## src/rtl/rst_seq_pkg.sv

```systemverilog
// Shared state encodings, reset-cause codes and sizing helper for the reset sequencer.
// RST_SEQ_WDT_EN adds the watchdog cause code.
package rst_seq_pkg;

    typedef enum logic [2:0] {
        StWaitLock = 3'd0,
        StRelBus   = 3'd1,
        StRelIo    = 3'd2,
        StRelCpu   = 3'd3,
        StRun      = 3'd4,
        StSwHold   = 3'd5
    } state_e;

    localparam logic [1:0] RST_CAUSE_POR  = 2'b00;
    localparam logic [1:0] RST_CAUSE_LOCK = 2'b01;
    localparam logic [1:0] RST_CAUSE_SOFT = 2'b10;
`ifdef RST_SEQ_WDT_EN
    localparam logic [1:0] RST_CAUSE_WDT  = 2'b11;
`endif

    function automatic int unsigned max2(input int unsigned a, input int unsigned b);
        return (a > b) ? a : b;
    endfunction

endpackage

```

## src/rtl/rst_seq_sync.sv

```systemverilog
// Multi-flop synchroniser for a single asynchronous level input.
module rst_seq_sync #(
    parameter int unsigned SYNC_STAGES = 2
) (
    input  logic clk_i,
    input  logic reset_i,
    input  logic d_i,
    output logic q_o
);

    logic [SYNC_STAGES-1:0] ff_q;

    always_ff @(posedge clk_i or posedge reset_i) begin
        if (reset_i) begin
            ff_q <= '0;
        end else begin
            ff_q <= {ff_q[SYNC_STAGES-2:0], d_i};
        end
    end

    assign q_o = ff_q[SYNC_STAGES-1];

endmodule

```

## src/rtl/rst_seq.sv

```systemverilog
// Ordered subsystem reset release (bus, I/O, CPU) with lock-loss and soft-reset re-entry.
// Define RST_SEQ_WDT_EN to add the RUN-state watchdog and the wdt_kick port.
module rst_seq
    import rst_seq_pkg::*;
#(
    parameter int unsigned SYNC_STAGES  = 2,
    parameter int unsigned LOCK_STABLE  = 16,
    parameter int unsigned STAGE_DLY    = 8,
    parameter int unsigned DEBOUNCE_CYC = 16
`ifdef RST_SEQ_WDT_EN
   ,parameter int unsigned WDT_CYC      = 65536
`endif
) (
    input  logic       clk,
    input  logic       reset,
    input  logic       locked,
    input  logic       sw_req,
`ifdef RST_SEQ_WDT_EN
    input  logic       wdt_kick,
`endif
    output logic       bus_reset,
    output logic       io_reset,
    output logic       cpu_reset,
    output logic       rst_busy,
    output logic [1:0] rst_cause
);

    localparam int unsigned CNT_W = $clog2(max2(LOCK_STABLE, STAGE_DLY) + 1);
    localparam int unsigned DB_W  = $clog2(DEBOUNCE_CYC + 1);

    localparam logic [CNT_W-1:0] LOCK_LAST  = CNT_W'(LOCK_STABLE - 1);
    localparam logic [CNT_W-1:0] STAGE_LAST = CNT_W'(STAGE_DLY - 1);
    localparam logic [DB_W-1:0]  DB_LAST    = DB_W'(DEBOUNCE_CYC - 1);

    logic lock_s;
    logic req_s;

    rst_seq_sync #(
        .SYNC_STAGES (SYNC_STAGES)
    ) u_sync_lock (
        .clk_i   (clk),
        .reset_i (reset),
        .d_i     (locked),
        .q_o     (lock_s)
    );

    rst_seq_sync #(
        .SYNC_STAGES (SYNC_STAGES)
    ) u_sync_req (
        .clk_i   (clk),
        .reset_i (reset),
        .d_i     (sw_req),
        .q_o     (req_s)
    );

    state_e           state_q;
    logic [CNT_W-1:0] cnt_q;
    logic [DB_W-1:0]  db_cnt_q;
    logic             req_db_q;

    // db_cnt_q counts consecutive samples disagreeing with req_db_q; the last one flips it.
    logic db_flip;
    logic db_rise;
    logic lock_lost;
    logic soft_hit;

    assign db_flip   = (req_s != req_db_q) && (db_cnt_q == DB_LAST);
    assign db_rise   = db_flip && req_s;
    assign lock_lost = (state_q != StWaitLock) && !lock_s;
    assign soft_hit  = db_rise && (state_q != StWaitLock) && (state_q != StSwHold);

`ifdef RST_SEQ_WDT_EN
    localparam logic [31:0] WDT_LAST = 32'(WDT_CYC - 1);

    logic [31:0] wdt_cnt_q;
    logic        wdt_fire;

    assign wdt_fire = (state_q == StRun) && !wdt_kick && (wdt_cnt_q == WDT_LAST);

    always_ff @(posedge clk or posedge reset) begin
        if (reset) begin
            wdt_cnt_q <= '0;
        end else if ((state_q != StRun) || wdt_kick) begin
            wdt_cnt_q <= '0;
        end else if (wdt_cnt_q != WDT_LAST) begin
            wdt_cnt_q <= wdt_cnt_q + 32'd1;
        end
    end
`endif

    always_ff @(posedge clk or posedge reset) begin
        if (reset) begin
            db_cnt_q <= '0;
            req_db_q <= 1'b0;
        end else if (req_s == req_db_q) begin
            db_cnt_q <= '0;
        end else if (db_flip) begin
            db_cnt_q <= '0;
            req_db_q <= req_s;
        end else begin
            db_cnt_q <= db_cnt_q + DB_W'(1);
        end
    end

    always_ff @(posedge clk or posedge reset) begin
        if (reset) begin
            state_q   <= StWaitLock;
            cnt_q     <= '0;
            bus_reset <= 1'b1;
            io_reset  <= 1'b1;
            cpu_reset <= 1'b1;
            rst_busy  <= 1'b1;
            rst_cause <= RST_CAUSE_POR;
        end else if (lock_lost) begin
            state_q   <= StWaitLock;
            cnt_q     <= '0;
            bus_reset <= 1'b1;
            io_reset  <= 1'b1;
            cpu_reset <= 1'b1;
            rst_busy  <= 1'b1;
            rst_cause <= RST_CAUSE_LOCK;
        end else if (soft_hit) begin
            state_q   <= StSwHold;
            cnt_q     <= '0;
            bus_reset <= 1'b1;
            io_reset  <= 1'b1;
            cpu_reset <= 1'b1;
            rst_busy  <= 1'b1;
            rst_cause <= RST_CAUSE_SOFT;
`ifdef RST_SEQ_WDT_EN
        end else if (wdt_fire) begin
            state_q   <= StWaitLock;
            cnt_q     <= '0;
            bus_reset <= 1'b1;
            io_reset  <= 1'b1;
            cpu_reset <= 1'b1;
            rst_busy  <= 1'b1;
            rst_cause <= RST_CAUSE_WDT;
`endif
        end else begin
            unique case (state_q)
                StWaitLock: begin
                    if (!lock_s) begin
                        cnt_q <= '0;
                    end else if (cnt_q == LOCK_LAST) begin
                        state_q   <= StRelBus;
                        cnt_q     <= '0;
                        bus_reset <= 1'b0;
                    end else begin
                        cnt_q <= cnt_q + CNT_W'(1);
                    end
                end
                StRelBus: begin
                    if (cnt_q == STAGE_LAST) begin
                        state_q  <= StRelIo;
                        cnt_q    <= '0;
                        io_reset <= 1'b0;
                    end else begin
                        cnt_q <= cnt_q + CNT_W'(1);
                    end
                end
                StRelIo: begin
                    if (cnt_q == STAGE_LAST) begin
                        state_q   <= StRelCpu;
                        cnt_q     <= '0;
                        cpu_reset <= 1'b0;
                    end else begin
                        cnt_q <= cnt_q + CNT_W'(1);
                    end
                end
                StRelCpu: begin
                    state_q  <= StRun;
                    rst_busy <= 1'b0;
                end
                StRun: begin
                    state_q <= StRun;
                end
                StSwHold: begin
                    if (!req_db_q) begin
                        state_q <= StWaitLock;
                        cnt_q   <= '0;
                    end
                end
                default: begin
                    state_q   <= StWaitLock;
                    cnt_q     <= '0;
                    bus_reset <= 1'b1;
                    io_reset  <= 1'b1;
                    cpu_reset <= 1'b1;
                    rst_busy  <= 1'b1;
                end
            endcase
        end
    end

endmodule

```

## config.mk

```make
export PLATFORM = sky130hd
export DESIGN_NAME = rst_seq
export DESIGN_NICKNAME = d
export VERILOG_FILES = /design/src/rtl/rst_seq_pkg.sv /design/src/rtl/rst_seq_sync.sv /design/src/rtl/rst_seq.sv
export SDC_FILE = /design/constraint.sdc
export NUM_CORES = 1
export LEC_CHECK = 0
export ABC_CLOCK_PERIOD_IN_PS = 2200
export CAP_MARGIN = 5
export CORE_MARGIN = 8
export CORE_UTILIZATION = 25
export CTS_CLUSTER_SIZE = 14
export DETAILED_ROUTE_END_ITERATION = 6
export HOLD_SLACK_MARGIN = 0.06
export PLACE_DENSITY = 0.51
export SYNTH_ARGS = -nofsm -noshare
export SYNTH_HDL_FRONTEND = slang
export SYNTH_SLANG_ARGS = --single-unit
```

## constraint.sdc

```tcl
create_clock -name clk -period 2.2 [get_ports clk]
set_input_delay 0.33 -clock clk [delete_from_list [all_inputs] [get_ports clk]]
set_output_delay 0.33 -clock clk [all_outputs]
set_load 0.03 [all_outputs]
```

* After elaboration in Yosys (flattened, before gate mapping)
Index checks and enable logic that the tools add are counted. Widths: inputs -> output; s select.
Operators by class: $add $sub $neg 2, eq/ne operators 21, mux-type cells 34, bitwise operators 1, reductions and logical operators 21
Operators with widths (count):
- $mux 5 | 8
- $mux 3 | 7
- $pmux 5 s4 | 1
- $reduce_or 5->1 | 4
- $ne 4x4->1 const B | 4
- $ne 3x1->1 const B | 5
- $pmux 3 s5 | 1
- $mux 1 | 11
- $add 5x1->5 const B | 2
- $eq 5x4->1 const B | 2
- $pmux 1 s2 | 4
- $reduce_and 2->1 | 4
- $eq 3x2->1 const B | 2
- $eq 3x3->1 const B | 2
- $eq 5x3->1 const B | 1
- $logic_and 1x1->1 | 5
- $reduce_and 5->1 | 1
- $mux 2 | 2
- $ne 4x3->1 const B | 1
- $reduce_or 2->1 | 2
- $eq 3x1->1 const B | 1
- $logic_not 3->1 | 1
- $ne 3x3->1 const B | 1
- $reduce_and 3->1 | 1
- 6 further kinds | 6
Word-level totals: register bits 24, bits of input ports 4, output and inout bits 6, word-level logic and storage cells 90

* Longest topological paths before layout
Gate-level depths: netlist (run 1).
word-level depth 7, depth in mapped cells 8, mapped depth without buffers 8

* By module
Synthesis (run 1) repeated with hierarchy kept, for this count alone.
Unflattened totals: cells, all modules 138, area, all modules 1342.5 sq um
By module, submodules not included:
- rst_seq | instances 1, cells an instance 132, area an instance 1234.9 sq um, sequential area each 505.5 sq um
- rst_seq_sync | instances 2, cells an instance 3, area an instance 53.8 sq um, sequential area each 50.0 sq um

* Worst setup path before layout (run 1)
Ideal clock, no wire load.
path type register -> register, start register cnt_q[0], end register state_q[0], library setup time 0.086 ns, data arrival time 1.565 ns, required time 2.114 ns, slack 0.549 ns, cell stages (with the launch flop) 9, path buffers 0, clock period less this slack 1.651 ns, cells stage by stage dfrtp_1 > ha_1 > nand3_1 > inv_1 > ha_1 > a211oi_1 > a41oi_1 > nor3b_1 > nor3_1
Between the ends: word-level cells in the longest chain between the ends 3, elaborated cells between the ends (all ways) 6, those cells by class eq/ne (5); reduce/logical (1)
RTL lines:
- start, declared | line rst_seq.sv:57 | logic [CNT_W-1:0] cnt_q;
- start signal, assigned | line rst_seq.sv:150 | cnt_q <= cnt_q + CNT_W'(1);
- start signal, assigned | line rst_seq.sv:159 | cnt_q <= cnt_q + CNT_W'(1);
- start signal, assigned | line rst_seq.sv:168 | cnt_q <= cnt_q + CNT_W'(1);
- $eq 5x3->1 / $eq 5x4->1 (equally long branches) | line rst_seq.sv:154, rst_seq.sv:163, rst_seq.sv:145
- $ne 4x4->1 (no line)
- $reduce_and 5->1 (no line) (*)
- end signal, assigned | line rst_seq.sv:155 | state_q <= StRelIo;
- end signal, assigned | line rst_seq.sv:164 | state_q <= StRelCpu;
- end signal, assigned | line rst_seq.sv:172 | state_q <= StRun;
- end, declared | line rst_seq.sv:56 | state_e state_q;
Mark *: on every way between the ends. The rest lies on a longest branch, timed or not. A chain may end at the register's enable or synchronous reset.

* Final worst setup path (run 1)
start register cnt_q[0], end register cnt_q[3]
Between the ends: word-level cells in the longest chain between the ends 6, elaborated cells between the ends (all ways) 9, those cells by class add/sub (1); eq/ne (2); mux (6)
RTL lines:
- $add 5x1->5 / $eq 5x4->1 (equally long branches)
- $mux 5 | line rst_seq.sv:145 | end else if (cnt_q == LOCK_LAST) begin
- $mux 5 | line rst_seq.sv:143 | if (!lock_s) begin
- $pmux 5 s4 (*) | line rst_seq.sv:141 | unique case (state_q)
- $mux 5 (*) | line rst_seq.sv:122 | end else if (soft_hit) begin
- $mux 5 (*) | line rst_seq.sv:114 | end else if (lock_lost) begin
Marked as above.

==> results of run 1 <==
## power by group through the flow
stage                     Sequential (uW)  Clock, uW  Combinational, uW
after CTS                             585        316                446
final                                 585        307                444
after global placement                593          0                444
after global routing                  598        338                491
after floorplan                       607          0                299
after detailed placement              593          0                444
## cells in the mapped netlist (2+ instances only)
library cell / instances / area, um2
sky130_fd_sc_hd__xnor2_1: 2 / 17.5
sky130_fd_sc_hd__a21o_1: 4 / 30.0
sky130_fd_sc_hd__nand2b_1: 4 / 25.0
sky130_fd_sc_hd__nor2_1: 11 / 41.3
sky130_fd_sc_hd__inv_1: 7 / 26.3
sky130_fd_sc_hd__nor2b_1: 2 / 12.5
sky130_fd_sc_hd__o22ai_1: 3 / 18.8
sky130_fd_sc_hd__mux2_2: 2 / 22.5
sky130_fd_sc_hd__buf_2: 2 / 10.0
sky130_fd_sc_hd__clkbuf_1: 3 / 11.3
sky130_fd_sc_hd__nor3b_1: 2 / 15.0
sky130_fd_sc_hd__nand2_1: 17 / 63.8
sky130_fd_sc_hd__a21oi_1: 8 / 40.0
sky130_fd_sc_hd__dfstp_2: 4 / 105
sky130_fd_sc_hd__dfrtp_1: 20 / 500
sky130_fd_sc_hd__a21oi_2: 2 / 17.5
sky130_fd_sc_hd__nor3_1: 7 / 35.0
sky130_fd_sc_hd__o21ai_0: 8 / 40.0
sky130_fd_sc_hd__nand3_1: 9 / 45.0
sky130_fd_sc_hd__ha_1: 4 / 50.1
## per-layer routing
metal	vias up	global-route usage [%]	routed length, um	part of all wire (%)
met1	508	11.1	1580	53
met3	2	1.58	125	4.2
met5	-	0	0	0
met2	27	11.1	1220	41
met4	0	3.33	39	1.3
li1	551	-	-	-
## flip-flops by register name, indices dropped and copies added (netlist names)
register,cells
rst_busy,1
bus_reset,1
u_sync_lock.ff_q,2
state_q,3
rst_cause,2
io_reset,1
db_cnt_q,5
cpu_reset,1
u_sync_req.ff_q,2
cnt_q,5
req_db_q,1
## layout by cell type (no fill, tap or decap), types with 2 or more instances in the layout
cell type,instances
sky130_fd_sc_hd__dfrtp_1,20
sky130_fd_sc_hd__nand2_1,17
sky130_fd_sc_hd__nor2_1,11
sky130_fd_sc_hd__nand3_1,9
sky130_fd_sc_hd__clkdlybuf4s50_1,9
sky130_fd_sc_hd__a21oi_1,8
sky130_fd_sc_hd__o21ai_0,8
sky130_fd_sc_hd__inv_1,7
sky130_fd_sc_hd__nor3_1,7
sky130_fd_sc_hd__buf_4,5
sky130_fd_sc_hd__nand2b_1,4
sky130_fd_sc_hd__a21o_1,4
sky130_fd_sc_hd__ha_1,4
sky130_fd_sc_hd__dfstp_2,4
sky130_fd_sc_hd__clkbuf_8,4
sky130_fd_sc_hd__o22ai_1,3
sky130_fd_sc_hd__a21oi_2,2
sky130_fd_sc_hd__mux2_2,2
sky130_fd_sc_hd__nor2b_1,2
sky130_fd_sc_hd__xnor2_1,2
sky130_fd_sc_hd__nor3b_1,2
## worst max path at each step
| stage | slack (ns) | cells after the start | to | startpoint |
|---|---|---|---|---|
| after detailed placement | 0.38 | 8 | state_q[0] | cnt_q[0] |
| after CTS | 0.35 | 8 | state_q[0] | cnt_q[0] |
| final | 0.37 | 6 | cnt_q[3] | cnt_q[0] |
| after global placement | 0.41 | 6 | cnt_q[3] | cnt_q[1] |
| after floorplan | 0.55 | 8 | state_q[0] | cnt_q[0] |
| after global routing | 0.22 | 8 | cnt_q[2] | cnt_q[0] |
## worst max-delay path: cells and delay by family, from the launching register on
family	cells	cell delay, ns
AO/OA/AOI/OAI	3	0.63
adder cells (fa/ha/maj)	1	0.22
AND/OR/NAND/NOR	2	0.49
flip-flops	1	0.39
## layout make-up
cell class	count	area [um2]	area share, %
timing repair buffer	14	128	7.96
multi-input combinational	109	699	43.6
tap	72	90.1	5.62
sequential	24	606	37.8
inverter	7	26.3	1.64
clock buffer	4	55.1	3.43
## stage by stage
step,hold WS [ns],power [uW]
after detailed placement,0.336,1040
after global placement,0.333,1040
final,0.358,1340
after CTS,0.356,1350
after floorplan,0.331,906
after global routing,0.376,1430
## logic make-up (layout without fill, tap and decap cells)
kind of cell	count (synthesis)	in the layout	synth area share (%)
mux	2	2	1.64
xor+xnor	2	2	1.28
compound gates	40	40	20.6
buf+inv	14	25	4.84
fa+ha+maj	5	5	4.38
simple gates	60	60	23.1
flops	24	24	44.2
==> impl_results.md, run 1 <==
* Buffers inserted during post-CTS setup optimization at 0
* Delay of the slowest cell on the worst path at 0.42 ns
* Count of cells resized by post-cts repair at 0
* Placed instance count at 226
* Area growth, synth to finish at 17.0%
* Final-report hold violation count at 0
* FMAX at 546 MHz
* Top-level I/O count at 10
* Leakage power at approximately 0.00064 uW
* Register-to-register setup slack at 0.37 ns
* DRC violations left at 0
* Switching power share of the total at 35.3%
* Final-report setup violation count at 0
* Net count of the mapped netlist at approximately 160
* Clock latency at the later pin of the worst-skew pair at between 0.2 and 0.3 ns
* MaxCap Viol Count at 0
* Level count of the clock H-tree at 1
* Peak fanout along the critical path at 9
* Filler Cell Count at 586
* Hold-critical path endpoint: u_sync_lock.ff_q[1]
* Horiz. Die Dim at roughly 90 um
* Layout Nets at about 170
* Unrepaired setup endpoints after global routing: no
* TritonCTS clock tree: done
* Post-synthesis instance total at between 100 and 150
* Worst Min Path Start: u_sync_lock.ff_q[0]
* Starting DRT DRC Count at 99
* Crit Reg-Reg Startpoint: cnt_q[0]
* Critical Path AT at 1.99 ns
* Path category of the worst min-delay check: reg -> reg
* Port Buf Inserts at 9
* Number of enable-type register cells in the synthesized netlist at 0
* CTS Hold Buffers Added at 0
* Clock Skews at 0.00564 ns
* Setup TNS at 0 ns
* Vias per cell at around 4.7
* Worst hold path stage count at 0
* Outcome: completed
* Maximum count of clock buffers along a single path at 2
* Slew at the pin closest to its max-slew limit at around 0.46 ns
* Initial antenna violation count at 0
* Yosys reg bits at 24
* Clock-pin slew on the worst setup and hold paths at roughly 0.09 ns
* Synth cell types at 46
* Filler-free cell count of the finished design at between 200 and 250
* Final HPWL DP at 2.13 mm
* Vias in the first global route at 1083
* Weighted congestion at the end of routability-driven global placement at roughly 0.85
* Synth async-reset ratio at between 90% and 100%
* Slowest cell on the critical path: sky130_fd_sc_hd__and4bb_1
* Share of final-layout standard cells stronger than drive strength 1 at around 15%
* Design area at roughly 1600 um2
* TritonCTS Buffers at 3
* Sequential share of power at 43.8%
* Power share of the clock group at 23.0%
* Global route total overflow at 0
* Yosys synthesis warning count at 0
* Die Area at 8110 um2
* Std-Cell Core Area at roughly 5400 um2
* R2R cell count at 6
* Fin crit period at 1.83 ns
* Wire per inst at between 10 and 15 um
* Post-synthesis sequential area ratio at between 40 and 50%
* Switching power total at between 400 and 500 uW
* Clk Tree Root Cell: sky130_fd_sc_hd__clkbuf_8
* Endpoint type of the worst setup path: flop
* End-of-flow core utilization at 29.7%
* Critical Path Start Type: flop
* Maximum number of pins on one net before global-route repair at 25
* Gr usage total at 7.83%
* Average cell area after synthesis at 9.33 um2
* Worst Path Required at 2.36 ns
* Post-place instance area at approximately 1500 um2
* Initial Util at approximately 25%
* Antenna cell count at 0
* Worst slack at placement at about 0.38 ns
* Ratio of final minimum period to clock period at around 83%
* Critical path class: reg -> reg
* CP cell instances: ha_1 -> and4bb_1 -> o22ai_1 -> a21oi_2 -> nor3_2 -> a221o_1
* Number of rows in the core area at 27
* Total standard cell area after synthesis at 1370 um2
* Antenna Nets Post-Route at 0
* R2R Path End: cnt_q[3]
* TritonCTS Sinks at 24
* Main synth FF type: sky130_fd_sc_hd__dfrtp_1
* Part of the power in combinational logic at 33.2%
* Internal at roughly 860 uW
* IR Drop Worst-Case VDD at ~0.28 mV
* Wire length of the first global-routing pass at approximately 5.3 mm
* Final Max Tran Viols at 0
* Cell Pwr Density at between 800 and 900 nW/um2
* Final Routed Wirelength at 2.97 mm
* Via total after detailed routing at 1088
* Worst max-slew margin expressed relative to the limit at between 60 and 70%
* Least setup slack across all paths after layout at approximately 0.37 ns
* Height of the chip at roughly 90 um
* First-pass detailed-route iteration total at 4
(Power assumes the default switching activity.)
==> run 2: changes to the inputs <==
--- a/config.mk
+++ b/config.mk
@@ -5,14 +5,14 @@
 export SDC_FILE = /design/constraint.sdc
 export NUM_CORES = 1
 export LEC_CHECK = 0
-export ABC_CLOCK_PERIOD_IN_PS = 2200
+export ABC_CLOCK_PERIOD_IN_PS = 1550
 export CAP_MARGIN = 5
 export CORE_MARGIN = 8
 export CORE_UTILIZATION = 25
 export CTS_CLUSTER_SIZE = 14
 export DETAILED_ROUTE_END_ITERATION = 6
 export HOLD_SLACK_MARGIN = 0.06
-export PLACE_DENSITY = 0.51
+export PLACE_DENSITY = 0.52
 export SYNTH_ARGS = -nofsm -noshare
 export SYNTH_HDL_FRONTEND = slang
 export SYNTH_SLANG_ARGS = --single-unit
==> constraint.sdc (replaced) <==
create_clock -name clk -period 1.55 [get_ports clk]
set_input_delay 0.2325 -clock clk [delete_from_list [all_inputs] [get_ports clk]]
set_output_delay 0.2325 -clock clk [all_outputs]
set_load 0.03 [all_outputs]
==> impl_results.md, run 2 (synthesis gave the netlist of run 1 again) <==
* Outcome: complete, but fails checks
* Violations in the final reports: negative setup slack
* Maximum count of clock buffers along a single path at 2 (unchanged)
* Starting DRT DRC Count at 72 (-27%)
* Wire length of the first global-routing pass at 6.24 mm (+17%)
* Vias in the first global route at 1279 (+18%)
* Final HPWL DP at 2.52 mm (+18%)
* Antenna Nets Post-Route at 0 (unchanged)
* Port Buf Inserts at 9 (unchanged)
* Final Routed Wirelength at 3.52 mm (+19%)
* TritonCTS Sinks at 24 (unchanged)
* FMAX at 613 MHz (+12%)
* Clock-pin slew on the worst setup and hold paths at 0.09 ns (about the same)
* Slew at the pin closest to its max-slew limit at 0.458 ns (-0.000561 ns)
* Wire per inst at 13.0 um (+0.63%)
* Final Max Tran Viols at 0 (unchanged)
* Worst slack at placement at -0.110 ns (-0.493 ns)
* Initial antenna violation count at 0 (unchanged)
* Via total after detailed routing at 1283 (+18%)
* Gr usage total at 9.24% (+1.4 points)
* Largest registers: cnt_q: 5 flops, db_cnt_q: 5 flops, state_q: 3 flops
* Least setup slack across all paths after layout at -0.0807 ns (-0.449 ns)
* Die Area at 8110 um2 (unchanged)
* Weighted congestion at the end of routability-driven global placement at 0.842 (-0.51%)
* Clock Skews at 0.00686 ns (+0.00122 ns)
* Antenna cell count at 0 (unchanged)
* Layout Nets at 208 (+25%)
* Critical path class: reg -> reg
* Std-Cell Core Area at 5410 um2 (unchanged)
* Critical Path AT at 1.80 ns (-0.19 ns)
* Path category of the worst min-delay check: in -> async
* Level count of the clock H-tree at 1 (unchanged)
* TritonCTS clock tree: done
* TritonCTS Buffers at 3 (unchanged)
* Fin crit period at 1.63 ns (-0.201 ns)
* Number of rows in the core area at 27 (unchanged)
* Share of final-layout standard cells stronger than drive strength 1 at 41.7% (+27 points)
* Peak fanout along the critical path at 5 (-4)
* Critical Path Start Type: flop
* Final-report setup violation count at 7 (+7)
* Worst hold-check slack at 0.295 ns (-0.0632 ns)
* Area growth, synth to finish at 49.9%
* MaxCap Viol Count at 0 (unchanged)
* Initial Util at 25.4% (unchanged)
* Vias per cell at 4.73 (about the same)
* Maximum number of pins on one net before global-route repair at 25 (unchanged)
* Top-level I/O count at 10 (unchanged)
* Worst max-slew margin expressed relative to the limit at 69.3% (about the same)
* Global route total overflow at 0 (unchanged)
* First-pass detailed-route iteration total at 4 (unchanged)
* Commonest non-fill, non-tap cell in the layout: sky130_fd_sc_hd__buf_4
* Clock latency at the later pin of the worst-skew pair at 0.28 ns (about the same)
* Filler Cell Count at 552 (-5.8%)
* Unrepaired setup endpoints after global routing: yes
* Height of the chip at 90.1 um (unchanged)
* Endpoint type of the worst setup path: flop
* Clk Tree Root Cell: sky130_fd_sc_hd__clkbuf_8
* Commonest cells after routing, fill and taps aside: sky130_fd_sc_hd__buf_4, sky130_fd_sc_hd__dfrtp_1, sky130_fd_sc_hd__nand2_1
* Horiz. Die Dim at 90.1 um (unchanged)
* Final-report hold violation count at 0 (unchanged)
* Worst Path Required at 1.72 ns (-0.64 ns)
* Leakage power at 0.000877 uW (+37%)
* Ratio of final minimum period to clock period at 105% (+22 points)
* DRC violations left at 0 (unchanged)
* Cell Pwr Density at 1140 nW/um2 (+37%)
* IR Drop Worst-Case VDD at 0.444 mV (+61%)
* CTS Hold Buffers Added at 0 (unchanged)
-- run 2: cell count changes in the layout (fill, tap and decap cells not counted), sizes merged --
cell	delta
bufinv	+1
clkdlybuf4s50	-6
dlygate4sd2	+6
clkbuf	-1
buf	+41
-- run 2: worst paths after layout --
path,startpoint,depth (start not counted),endpoint,slack [ns]
max in group asynchronous,reset,3,cpu_reset,0.96
worst max-delay path,cnt_q[1],6,cnt_q[3],-0.08
min in group clk,u_sync_req.ff_q[0],0,u_sync_req.ff_q[1],0.36
worst max register to register,cnt_q[1],6,cnt_q[3],-0.08
worst min-delay path,reset,3,req_db_q,0.30
worst min register to register,u_sync_req.ff_q[0],0,u_sync_req.ff_q[1],0.36
-- run 2: cell type report --
| class | instances | area [um2] | share of cell area [%] |
|---|---|---|---|
| Multi-Input combinational cell | 109 | 818 | 39.8 |
| Inverter | 7 | 26.3 | 1.28 |
| Clock inverter | 1 | 30.0 | 1.46 |
| Tap cell | 72 | 90.1 | 4.38 |
| Timing Repair Buffer | 55 | 444 | 21.6 |
| Clock buffer | 3 | 41.3 | 2.01 |
| Sequential cell | 24 | 606 | 29.5 |
-- run 2: critical path: stages, from the launching register on --
cell,delay (ns)
sky130_fd_sc_hd__dfrtp_1,0.40
sky130_fd_sc_hd__ha_4,0.17
sky130_fd_sc_hd__and4bb_2,0.30
sky130_fd_sc_hd__o22ai_2,0.09
sky130_fd_sc_hd__a21oi_2,0.19
sky130_fd_sc_hd__nor3_2,0.08
sky130_fd_sc_hd__a221o_1,0.29
-- run 2: metrics by stage --
stage          TNS [ns]  cells  total power, uW  area [um2]  utilization, %
3_5_place_dp     -0.527    258             1690        1830            33.9
3_3_place_gp     -0.545    258             1680        1830            33.9
4_1_cts          -0.247    268             2280        1990            36.8
5_1_grt           -1.19    271             2480        2060            38.0
2_1_floorplan  -0.00531    147             1300        1400               -
6_report         -0.285    271             2340        2060            38.0
-- run 2: repair_timing --
item                                    in CTS  in global routing
setup buffers                                6                  3
resized for setup                           17                 10
pin swaps                                    6                  7
endpoints found under the setup margin      16                 12
-- run 2: metal layers --
| metal | GRT usage, % | up-vias | routed length, um |
|---|---|---|---|
| met1 | 12.0 | 617 | 1690 |
| met3 | 1.66 | 7 | 107 |
| met4 | 4.44 | 0 | 78 |
| met2 | 14.4 | 21 | 1650 |
| li1 | - | 638 | - |
| met5 | 0 | - | 0 |
-- run 2: where the power goes --
group	total, uW	switching [uW]	internal [uW]
registers	799	70.2	728
clock network	563	217	346
logic	978	509	470
total	2340	796	1540
